--- config.mk ---
export PLATFORM = sky130hd
export DESIGN_NAME = collision_engine
export DESIGN_NICKNAME = d
export VERILOG_FILES = /design/src/rtl/collision_engine.sv
export SDC_FILE = /design/constraint.sdc
export NUM_CORES = 1
export LEC_CHECK = 0
export CAP_MARGIN = 20
export CORE_ASPECT_RATIO = 1.1
export CORE_MARGIN = 8
export CORE_UTILIZATION = 54
export DETAILED_ROUTE_END_ITERATION = 6
export HOLD_SLACK_MARGIN = 0.15
export PLACE_DENSITY_LB_ADDON = 0.1
export SYNTH_ARGS = -nofsm -noshare
export SYNTH_HDL_FRONTEND = slang
export SYNTH_SLANG_ARGS = --single-unit
--- constraint.sdc ---
create_clock -name clock -period 6.1 [get_ports clock]
set_clock_uncertainty 0.2 [all_clocks]
set_input_delay 1.22 -clock clock [delete_from_list [all_inputs] [get_ports clock]]
set_output_delay 1.22 -clock clock [all_outputs]
set_load 0.05 [all_outputs]
--- src/rtl/collision_engine.sv ---
// collision_engine: time-multiplexed map/pair collision checker for N_ENT entities.
// Ports: clock, reset, start/busy/done handshake, packed pos_x/pos_y/dir, map ROM (map_address/map_q),
//        map_collision, pair_collision; blocked_dir when COLLISION_FACING_EN is defined.
module collision_engine #(
  parameter int N_ENT    = 2,
  parameter int X_W      = 9,
  parameter int Y_W      = 8,
  parameter int SPRITE_W = 16,
  parameter int SPRITE_H = 16,
  parameter int STEP     = 1,
  parameter int SCREEN_W = 320,
  parameter int SCREEN_H = 240,
  parameter int ADDR_W   = 17
) (
  input  logic                 clock,
  input  logic                 reset,
  input  logic                 start,
  input  logic [N_ENT*X_W-1:0] pos_x,
  input  logic [N_ENT*Y_W-1:0] pos_y,
  input  logic [N_ENT*3-1:0]   dir,
  output logic [ADDR_W-1:0]    map_address,
  input  logic                 map_q,
  output logic                 busy,
  output logic                 done,
  output logic [N_ENT-1:0]     map_collision,
  output logic [N_ENT-2:0]     pair_collision
`ifdef COLLISION_FACING_EN
  ,
  output logic [N_ENT*3-1:0]   blocked_dir
`endif
);

  localparam int EW  = (N_ENT > 2) ? $clog2(N_ENT) : 1;
  localparam int XW1 = X_W + 1;
  localparam int YW1 = Y_W + 1;

  typedef enum logic [2:0] {
    S_IDLE,
    S_PROBE,
    S_WAIT,
    S_PAIR,
    S_DONE
  } state_t;

  state_t               state_q;
  logic [N_ENT*X_W-1:0] snap_x_q;
  logic [N_ENT*Y_W-1:0] snap_y_q;
  logic [N_ENT*3-1:0]   snap_d_q;
  logic [EW-1:0]        ent_q;
  logic [1:0]           corner_q;
  logic                 off_q;
  logic [N_ENT-1:0]     map_acc_q;
  logic [N_ENT-2:0]     pair_acc_q;

  // Returns {off_screen, rom_address} for one corner of a projected box.
  function automatic logic [ADDR_W:0] probe_slot(
    input logic [X_W-1:0] x,
    input logic [Y_W-1:0] y,
    input logic [2:0]     d,
    input logic [1:0]     c
  );
    logic signed [X_W:0] cx;
    logic signed [Y_W:0] cy;
    logic                off;
    cx = $signed({1'b0, x});
    cy = $signed({1'b0, y});
    case (d)
      3'd2:    cy = cy - YW1'(STEP);
      3'd3:    cy = cy + YW1'(STEP);
      3'd4:    cx = cx - XW1'(STEP);
      3'd5:    cx = cx + XW1'(STEP);
      default: ;
    endcase
    if (c[0]) cx = cx + XW1'(SPRITE_W - 1);
    if (c[1]) cy = cy + YW1'(SPRITE_H - 1);
    off = cx[X_W] || (cx >= $signed(XW1'(SCREEN_W)))
       || cy[Y_W] || (cy >= $signed(YW1'(SCREEN_H)));
    return {off, ADDR_W'(cy[Y_W-1:0]) * ADDR_W'(SCREEN_W)
               + ADDR_W'(cx[X_W-1:0])};
  endfunction

  logic [EW-1:0]     nent;
  logic [1:0]        ncor;
  logic [ADDR_W:0]   slot_first;
  logic [ADDR_W:0]   slot_next;
  logic              last_slot;
  logic              last_pair;
  logic              blocked;
  logic signed [X_W:0] dx;
  logic signed [Y_W:0] dy;
  logic [X_W:0]      adx;
  logic [Y_W:0]      ady;
  logic              hit;
  logic [N_ENT-2:0]  pair_nxt;

  always_comb begin
    ncor = corner_q + 2'd1;
    nent = (corner_q == 2'd3) ? ent_q + EW'(1) : ent_q;
    slot_first = probe_slot(pos_x[X_W-1:0], pos_y[Y_W-1:0],
                            dir[2:0], 2'd0);
    slot_next  = probe_slot(snap_x_q[nent*X_W +: X_W],
                            snap_y_q[nent*Y_W +: Y_W],
                            snap_d_q[nent*3 +: 3], ncor);
    last_slot = (ent_q == EW'(N_ENT - 1)) && (corner_q == 2'd3);
    last_pair = (ent_q == EW'(N_ENT - 1));
    blocked   = off_q | ~map_q;
    // Pair test uses the unprojected snapshot positions.
    dx  = $signed({1'b0, snap_x_q[X_W-1:0]})
        - $signed({1'b0, snap_x_q[ent_q*X_W +: X_W]});
    dy  = $signed({1'b0, snap_y_q[Y_W-1:0]})
        - $signed({1'b0, snap_y_q[ent_q*Y_W +: Y_W]});
    adx = dx[X_W] ? -dx : dx;
    ady = dy[Y_W] ? -dy : dy;
    hit = (adx < XW1'(SPRITE_W)) && (ady < YW1'(SPRITE_H));
    pair_nxt = pair_acc_q;
    for (int j = 1; j < N_ENT; j++)
      if (ent_q == EW'(j)) pair_nxt[j-1] = hit;
  end

  always_ff @(posedge clock) begin
    if (reset) begin
      state_q        <= S_IDLE;
      snap_x_q       <= '0;
      snap_y_q       <= '0;
      snap_d_q       <= '0;
      ent_q          <= '0;
      corner_q       <= '0;
      off_q          <= 1'b0;
      map_acc_q      <= '0;
      pair_acc_q     <= '0;
      map_address    <= '0;
      busy           <= 1'b0;
      done           <= 1'b0;
      map_collision  <= '0;
      pair_collision <= '0;
`ifdef COLLISION_FACING_EN
      blocked_dir    <= '0;
`endif
    end else begin
      unique case (state_q)
        S_IDLE: begin
          done <= 1'b0;
          if (start) begin
            snap_x_q    <= pos_x;
            snap_y_q    <= pos_y;
            snap_d_q    <= dir;
            ent_q       <= '0;
            corner_q    <= '0;
            map_acc_q   <= '0;
            pair_acc_q  <= '0;
            map_address <= slot_first[ADDR_W-1:0];
            off_q       <= slot_first[ADDR_W];
            busy        <= 1'b1;
            state_q     <= S_PROBE;
          end
        end
        S_PROBE: state_q <= S_WAIT;
        S_WAIT: begin
          for (int i = 0; i < N_ENT; i++)
            if (ent_q == EW'(i))
              map_acc_q[i] <= map_acc_q[i] | blocked;
          if (last_slot) begin
            ent_q   <= EW'(1);
            state_q <= S_PAIR;
          end else begin
            ent_q       <= nent;
            corner_q    <= ncor;
            map_address <= slot_next[ADDR_W-1:0];
            off_q       <= slot_next[ADDR_W];
            state_q     <= S_PROBE;
          end
        end
        S_PAIR: begin
          pair_acc_q <= pair_nxt;
          if (last_pair) begin
            map_collision  <= map_acc_q;
            pair_collision <= pair_nxt;
`ifdef COLLISION_FACING_EN
            for (int i = 0; i < N_ENT; i++)
              blocked_dir[i*3 +: 3] <= map_acc_q[i]
                                     ? snap_d_q[i*3 +: 3] : 3'd0;
`endif
            done    <= 1'b1;
            state_q <= S_DONE;
          end else begin
            ent_q <= ent_q + EW'(1);
          end
        end
        S_DONE: begin
          done    <= 1'b0;
          busy    <= 1'b0;
          state_q <= S_IDLE;
        end
        default: state_q <= S_IDLE;
      endcase
    end
  end

endmodule

==> results of run 1 <==
-- timing repair --
item	in CTS	in global routing
setup endpoints to repair	0	3
hold buffers	0	0
resized for setup	0	12
buffers inserted	0	1
-- critical path, cell delays in order, from the launching register on --
cell and delay [ns]:
dfxtp_1 0.33, ha_1 0.17, inv_1 0.04, ha_1 0.37
or3b_4 0.42, nand2_1 0.12, nand2b_2 0.15, buf_4 0.19
ha_1 0.27, nand2_1 0.05, o21ai_2 0.23, xor2_1 0.22
mux2i_1 0.13, nor3b_1 0.16, or4_1 0.50, xnor2_1 0.19
ha_1 0.20, inv_1 0.06, fa_1 0.37, nor2b_1 0.14
o21ai_0 0.14, nor2_1 0.23, nand3_2 0.13, nor2_1 0.12
a21oi_1 0.07, o21ai_0 0.12, o31ai_2 0.12, o41ai_2 0.20
-- final cells by class --
type	instances	area (um^2)	area share, %
Clock buffer	13	270	3.11
Clock inverter	3	40.0	0.461
Inverter	54	203	2.33
Multi-Input combinational cell	810	5680	65.3
Sequential cell	71	1420	16.4
Tap cell	188	235	2.71
Timing Repair Buffer	91	845	9.72
-- per-layer routing --
layer | vias to the layer above | GRT usage [%] | share of wire, %
li1 | 3613 | - | -
met1 | 3329 | 30.0 | 47
met2 | 190 | 36.9 | 45
met3 | 32 | 4.12 | 5.7
met4 | 0 | 8.71 | 2.3
met5 | - | 0 | 0
-- cells in the final DEF (no fill, tap or decap), drive strengths merged, types with 21 or more instances in the layout --
master / count
mux2i: 31
nand2: 156
xor2: 29
xnor2: 39
nor2: 58
ha: 78
inv: 54
o21ai: 47
dfxtp: 71
buf: 27
nor3: 21
a21oi: 95
clkdlybuf4s50: 64
-- how the worst min path moves through the flow --
stage	to	slack, ns	cells past startpoint	start
floorplan	snap_x_q[11]	0.25	2	snap_x_q[11]
global placement	map_address[4]	0.24	2	map_address[4]
detailed placement	map_address[4]	0.25	2	map_address[4]
CTS	map_address[4]	0.26	2	map_address[4]
global route	map_address[12]	0.28	2	map_address[12]
finish	map_address[4]	0.25	2	map_address[4]
-- power by group --
group	internal, mW	switching, mW	total (mW)
Sequential	0.501	0.0343	0.535
Clock	0.349	0.210	0.559
Combinational	0.402	0.546	0.948
Total	1.25	0.790	2.04
-- synth_stat cells, types with 6 or more instances --
| cell type | n | area share [%] |
|---|---|---|
| a211oi_1 | 11 | 1.1 |
| a21boi_0 | 6 | 0.61 |
| a21o_1 | 14 | 1.4 |
| a21oi_1 | 95 | 6.4 |
| a31oi_1 | 14 | 1.2 |
| clkbuf_1 | 32 | 1.6 |
| dfxtp_1 | 71 | 19 |
| fa_1 | 10 | 2.7 |
| ha_1 | 78 | 13 |
| inv_1 | 54 | 2.7 |
| mux2_2 | 10 | 1.5 |
| mux2i_1 | 29 | 3.9 |
| nand2_1 | 156 | 7.9 |
| nand2b_1 | 17 | 1.4 |
| nand3_1 | 20 | 1.4 |
| nand3b_1 | 6 | 0.61 |
| nor2_1 | 58 | 2.9 |
| nor2b_1 | 17 | 1.4 |
| nor3_1 | 21 | 1.4 |
| nor3b_1 | 6 | 0.61 |
| o211ai_1 | 19 | 1.9 |
| o21a_1 | 12 | 1.2 |
| o21ai_0 | 43 | 2.9 |
| o31ai_1 | 7 | 0.71 |
| or4_1 | 6 | 0.61 |
| xnor2_1 | 39 | 4.6 |
| xor2_1 | 28 | 3.3 |
-- cells by family after synthesis --
family,synth area share (%)
buf+inv,5.05
xor+xnor,8.30
compound gates,24.7
simple gates,21.1
flops,19.2
mux,5.81
fa+ha+maj,15.9
-- sequential cells by signal, summed over array words and instances (netlist names) --
signal,count
ent_q,1
state_q,3
corner_q,2
snap_y_q,16
busy,1
map_address,17
map_acc_q,2
snap_d_q,6
pair_collision,1
off_q,1
map_collision,2
done,1
snap_x_q,18
-- through the flow --
stage          power, mW  area, um^2  util (%)
2_1_floorplan       1.23        7410         -
3_3_place_gp        1.46        8310      61.0
3_5_place_dp        1.47        8310      61.0
4_1_cts             2.04        8620      63.3
5_1_grt             2.18        8690      63.8
6_report            2.04        8690      63.8
==> flow_summary.toml, run 1 <==
[synthesis]
syn_inst = 975
ys_warn_count = 0
synth_cell_types = 79
synth-edff-count = 0
synthesis.nets = 1107
ys.flop_type = "dfxtp_1"
synth-seq-area-share_pct = 19.2
async_flop_share_pct = 0
netlist_area_um2 = 7410
ys_seq_elements = 71
syn_avg_cell_area_um2 = 7.60

[timing]
slew_viol_final = 0
setup_viol = 0
fmax_ghz = 0.175
finalWorstSetupSlack_ns = 0.370
finalSetupTns_ns = 0
hold_violations = 0
holdWs_ns = 0.253
rsz0062_at_grt = "true"
tightest_slew_ns = 0.772
fin_crit_sh_pct = 93.9
period_minus_slack_ns = 5.73
maxSlewHeadroom_pct = 47.2

[cts]
clk_pin_slew_worst_paths_ns = 0.06
cts_buffer_depth = 2
clk_latency_ns = 0.35
clkSinkCount = 71
cts_htree_levels = 3
clock-root-buffer = "clkbuf_16"
cts_inserted_buffers = 9
cts_tree = "done"

[drt]
wire_per_inst_um = 16.4
wl_mm = 20.2
vias_per_cell = 5.82
detail-route-antenna-nets = 0
drc = 0
drt_iter0_drc = 431
first_pass_iters = 5
vias = 7164

[min_path]
hold_path.class = "reg2reg"

[floorplanning]
die_h_um = 139
start_util_pct = 54.4
die_area_um2 = 17700
fp.coreArea_um2 = 13600
fp.dieW_um = 128
std_cell_rows = 45
ios = 66

[run_status]
status = "finished, final reports clean"

[placement]
place.gp.congestion = 0.906
dp_slack_ns = 0.0395
hpwl_mm = 15.0
dp.cells = 1213
io_buffers = 65

[final_layout]
syn_to_final_growth_pct = 17.4
drive_gt1_share_pct = 7.68
nFillCells = 1246
stdcell_count = 1230
nets = 1169
antenna_cells = 0

[global_routing]
antenna_found_initial = 0
grt_pass1_wl_mm = 33.3
gr-total-overflow = 0
grt.total_usage_pct = 23.0
grt_max_degree = 68
grt_pass1_vias = 6794

[critical_path]
rrSetupSlack_ns = 0.37
startpoint_type = "register"
crit_type = "reg2reg"
worstPathMaxFanout = 6
worstSetupStartpoint = "corner_q[0]"
critPathRequiredTime_ns = 6.16
crit_path_end_kind = "register"
r2r_cells = 27
crit_arrival_ns = 5.79
r2r-start = "corner_q[0]"
r2r_end = "map_address[16]"
crit_end = "map_address[16]"

[power]
ir_drop_uv = 157
p_per_area_nw_per_um2 = 235
power_leakage_nw = 3.53

[flow_run]
cap_violations = 0
Power figures use the tool's default switching activity.
==> run 2: changes to the inputs <==
--- a/config.mk
+++ b/config.mk
@@ -8,10 +8,13 @@
 export CAP_MARGIN = 20
 export CORE_ASPECT_RATIO = 1.1
 export CORE_MARGIN = 8
-export CORE_UTILIZATION = 54
+export CORE_UTILIZATION = 55
+export CTS_BUF_LIST = sky130_fd_sc_hd__clkbuf_8
 export DETAILED_ROUTE_END_ITERATION = 6
+export GPL_TIMING_DRIVEN = 0
 export HOLD_SLACK_MARGIN = 0.15
 export PLACE_DENSITY_LB_ADDON = 0.1
 export SYNTH_ARGS = -nofsm -noshare
 export SYNTH_HDL_FRONTEND = slang
 export SYNTH_SLANG_ARGS = --single-unit
+export TNS_END_PERCENT = 5
==> flow_summary.toml, run 2 (same netlist as run 1, synthesis figures left out) <==
[final_layout]
nets = 1195
layout_common_cells = "nand2_1, a21oi_1, ha_1, dfxtp_1, clkdlybuf4s50_1"
final_common_cell = "nand2_1"
syn_to_final_growth_pct = 20.0
drive_gt1_share_pct = 9.65
seqCellArea_um2 = 1430
largest_register_ffs = 18
final_util_pct = 67.5
max_flop_register = "snap_x_q"
stdcell_count = 1228
antenna_cells = 0
nFillCells = 1129
biggestRegsByFlops = "snap_x_q (18), map_address (17), snap_y_q (16)"
multiInputGateArea_um2 = 5890

[global_routing]
gr-total-overflow = 0
grt_pass1_wl_mm = 33.8
antenna_found_initial = 0
grt.total_usage_pct = 24.1
grt_pass1_vias = 6789
grt_max_degree = 13

[timing]
finalWorstSetupSlack_ns = 0.123
setup_viol = 0
slew_viol_final = 0
fmax_ghz = 0.167
hold_violations = 0
fin_crit_sh_pct = 98.0
tightest_slew_ns = 0.813
maxSlewHeadroom_pct = 45.7
period_minus_slack_ns = 5.98
rsz0062_at_grt = "true"

[critical_path]
r2r_end = "map_address[15]"
r2r_cells = 26
crit_slowest_cell = "a221o_2"
cpPeakStageDelay_ns = 0.43
crit_path_frequent_cell = "ha_1"
crit_family = "compound AO/OA/AOI/OAI gates"
critPathRequiredTime_ns = 6.21
rrSetupSlack_ns = 0.12
worstPathMaxFanout = 10
crit_path_end_kind = "register"
r2r-start = "corner_q[0]"
crit_type = "reg2reg"
startpoint_type = "register"
critPathBufInv = 5
crit_arrival_ns = 6.08

[cts]
cts_hold_buffers = 0
clock-root-buffer = "clkbuf_8"
cts_tree = "done"
cts_htree_levels = 3
clkSinkCount = 71
cts_inserted_buffers = 9
clk_latency_ns = 0.37
clk_pin_slew_worst_paths_ns = 0.08
cts_buffer_depth = 2

[floorplanning]
fp.dieW_um = 127
die_h_um = 138
fp.coreArea_um2 = 13200
die_area_um2 = 17400
std_cell_rows = 44
ios = 66
start_util_pct = 56.3

[run_status]
status = "finished, final reports clean"

[drt]
wl_mm = 21.7
vias_per_cell = 6.04
drc = 0
wire_per_inst_um = 17.7
first_pass_iters = 5
vias = 7422
detail-route-antenna-nets = 0
drt_iter0_drc = 563

[power]
power_leakage_nw = 3.55
p_per_area_nw_per_um2 = 221
ir_drop_uv = 141

[min_path]
min-delay-start = "map_address[1]"
whs_endpoint = "map_address[1]"
hold_path.class = "reg2reg"
whs_path_depth = 2

[flow_run]
cap_violations = 0

[placement]
hpwl_mm = 16.4
io_buffers = 65
place.gp.congestion = 0.943
dp.cells = 1201
dp_slack_ns = -0.942
## run 2: per-layer routing
metal	up-vias	global-route usage, %	share of wire [%]
li1	3672	-	-
met1	3444	31.3	45
met2	259	39.1	46
met3	47	4.45	6.3
met4	0	8.90	2.8
met5	-	0	0
## run 2: worst max path at each step
| stage | startpoint | end | slack, ns | cells after the start |
|---|---|---|---|---|
| 2_1_floorplan | ent_q | map_address[16] | 0.13 | 28 |
| 3_3_place_gp | ent_q | map_address[16] | -1.00 | 28 |
| 3_5_place_dp | ent_q | map_address[16] | -0.94 | 28 |
| 4_1_cts | corner_q[0] | map_address[15] | 0.06 | 28 |
| 5_1_grt | corner_q[0] | map_address[15] | -0.09 | 26 |
| 6_report | corner_q[0] | map_address[15] | 0.12 | 26 |
## run 2: per-stage QoR
stage | total power [mW] | setup TNS (ns) | hold WS [ns] | instance area [um^2]
floorplan | 1.23 | 0 | 0.246 | 7410
global placement | 1.45 | -6.39 | 0.244 | 8260
detailed placement | 1.46 | -5.63 | 0.246 | 8260
CTS | 1.91 | 0 | 0.263 | 8550
global route | 2.09 | -0.146 | 0.285 | 8880
finish | 1.97 | 0 | 0.256 | 8880
## run 2: area by class of cell
cell class	count	area share [%]
flip-flops and latches	71	16.0
plain buffers	37	1.94
repair buffers	80	8.56
inverters	54	2.37
clock buffers	10	1.55
multi-input cells	810	66.3
clock inverters	5	0.929
well taps	161	2.27
## run 2: timing repair
action                     4_1_cts  5_1_grt
pin swaps                        0        6
gates resized for setup         18       41
gates cloned                     0        0
buffers inserted                 1       13
setup endpoints to repair       10        7
## run 2: worst register-to-register path: stages (launching register included)
cell,delay (ns)
dfxtp_1,0.35
ha_1,0.19
inv_1,0.08
ha_4,0.29
buf_6,0.17
buf_8,0.17
nand4b_1,0.22
nand2_4,0.16
clkinvlp_4,0.16
ha_1,0.40
nand2_1,0.11
o311a_4,0.35
a31o_1,0.21
a221o_2,0.43
xnor2_2,0.19
inv_1,0.07
ha_1,0.34
ha_4,0.30
nand2_1,0.06
o211ai_1,0.24
a21oi_2,0.12
xnor2_2,0.18
nand4b_1,0.28
xnor2_1,0.19
nor3_1,0.16
o21ai_1,0.10
a31oi_1,0.19
## run 2: where the power goes
group          leakage [nW]  internal (mW)  switching, mW
Combinational          2.86          0.416          0.573
Clock                 0.101          0.239          0.204
Sequential            0.583          0.500         0.0329
==> run 3: changes to the inputs <==
--- a/config.mk
+++ b/config.mk
@@ -6,12 +6,12 @@
 export NUM_CORES = 1
 export LEC_CHECK = 0
 export CAP_MARGIN = 20
-export CORE_ASPECT_RATIO = 1.1
+export CORE_ASPECT_RATIO = 0.9
 export CORE_MARGIN = 8
 export CORE_UTILIZATION = 55
 export CTS_BUF_LIST = sky130_fd_sc_hd__clkbuf_8
 export DETAILED_ROUTE_END_ITERATION = 6
-export GPL_TIMING_DRIVEN = 0
+export GPL_TIMING_DRIVEN = 1
 export HOLD_SLACK_MARGIN = 0.15
 export PLACE_DENSITY_LB_ADDON = 0.1
 export SYNTH_ARGS = -nofsm -noshare
==> flow_summary.toml, run 3 (same netlist as run 1, synthesis figures left out) <==
[final_layout]
layout_common_cells = "nand2_1, a21oi_1, ha_1, dfxtp_1, clkdlybuf4s50_1"
design_area_um2 = 8580
biggestRegsByFlops = "snap_x_q (18), map_address (17), snap_y_q (16)"
antenna_cells = 0
nets = 1166
largest_register_ffs = 18
final_util_pct = 64.7
drive_gt1_share_pct = 8.18
max_flop_register = "snap_x_q"
final_common_cell = "nand2_1"
syn_to_final_growth_pct = 15.9

[placement]
place.gp.congestion = 0.877
hpwl_mm = 15.2
dpl_cell_area_um2 = 8260
io_buffers = 65
dp_slack_ns = -0.00797

[timing]
fin_crit_sh_pct = 93.7
setup_viol = 0
holdWs_ns = 0.258
fmax_ghz = 0.175
finalSetupTns_ns = 0
finalWorstSetupSlack_ns = 0.384
tightest_slew_ns = 1.13
slew_viol_final = 0
period_minus_slack_ns = 5.72
maxSlewHeadroom_pct = 24.8
hold_violations = 0

[flow_run]
cap_violations = 0

[cts]
cts_tree = "done"
clock-root-buffer = "clkbuf_8"
clk_pin_slew_worst_paths_ns = 0.09
cts_htree_levels = 3
cts_buffer_depth = 2
clkSinkCount = 71
cts_inserted_buffers = 9
clk_latency_ns = 0.37

[power]
ir_drop_uv = 161
power_leakage_nw = 3.49
p_per_area_nw_per_um2 = 222

[global_routing]
grt.total_usage_pct = 22.6
gr-total-overflow = 0
grt_max_degree = 68
grt_pass1_vias = 6605
grt_pass1_wl_mm = 33.0
antenna_found_initial = 0

[critical_path]
worstPathMaxFanout = 10
crit_path_end_kind = "register"
crit_type = "reg2reg"
startpoint_type = "register"
critPathRequiredTime_ns = 6.17
crit_arrival_ns = 5.79
r2r_cells = 23

[floorplanning]
fp.dieW_um = 138
fp.coreArea_um2 = 13300
die_area_um2 = 17400
die_h_um = 126
std_cell_rows = 40
ios = 66
start_util_pct = 55.8

[drt]
detail-route-antenna-nets = 0
drt_iter0_drc = 400
vias_per_cell = 5.93
drc = 0
first_pass_iters = 6
wl_mm = 20.2
vias = 7153
wire_per_inst_um = 16.7

[min_path]
hold_path.class = "reg2reg"
whs_path_depth = 2

[run_status]
status = "finished, final reports clean"
run 3: cell count changes in the layout (fill, tap and decap cells not counted), sizes merged:
cell,delta
clkinvlp,-4
inv,+3
clkdlybuf4s50,-1
buf,+3
clkbuf,-29
clkinv,+1
bufinv,-1
run 3: final cells by class:
cell class,instances,area [um^2]
Multi-Input combinational cell,810,5710
Fill cell,1231,4680
Sequential cell,71,1420
Timing Repair Buffer,88,822
Tap cell,168,210
Inverter,54,203
Clock buffer,12,165
Clock inverter,4,51.3
run 3: through the flow:
stage / instances / total power, mW
after floorplan: 975 / 1.23
after global placement: 1190 / 1.46
after detailed placement: 1190 / 1.46
after CTS: 1206 / 1.89
after global routing: 1207 / 2.05
final: 1207 / 1.91
run 3: timing repair:
action	in CTS	in global routing
setup endpoints to repair	0	3
setup buffers	0	1
hold buffers	0	0
gates resized for setup	0	22
run 3: worst max-delay path: stages (launching register included):
cell,delay [ns]
dfxtp_1,0.35
ha_1,0.17
inv_1,0.05
ha_2,0.41
buf_4,0.22
mux2_2,0.37
ha_2,0.39
inv_1,0.09
o311a_1,0.41
a31o_1,0.22
a221o_2,0.42
xnor2_2,0.20
inv_1,0.06
ha_1,0.29
ha_1,0.35
a21o_1,0.20
a21oi_2,0.17
xnor2_1,0.20
nand3_1,0.19
nor2_1,0.12
a21oi_1,0.07
o21ai_0,0.16
o31ai_2,0.12
o41ai_2,0.20
run 3: final timing paths:
check | startpoint | endpoint | slack [ns]
worst max register to register | corner_q[0] | map_address[16] | 0.38
worst max-delay path | corner_q[0] | map_address[16] | 0.38
worst min-delay path | map_address[1] | map_address[1] | 0.26
worst min register to register | map_address[1] | map_address[1] | 0.26
run 3: per-layer routing:
layer | GRT usage [%] | part of all wire [%]
met2 | 35.5 | 44
met5 | 0 | 0
met1 | 30.9 | 48
met3 | 5.18 | 7.3
met4 | 4.66 | 0.80
run 3: report_power, final:
group	total [mW]	internal (mW)	switching [mW]
clock network	0.423	0.223	0.199
registers	0.536	0.500	0.0360
logic	0.947	0.402	0.544
total	1.91	1.13	0.780
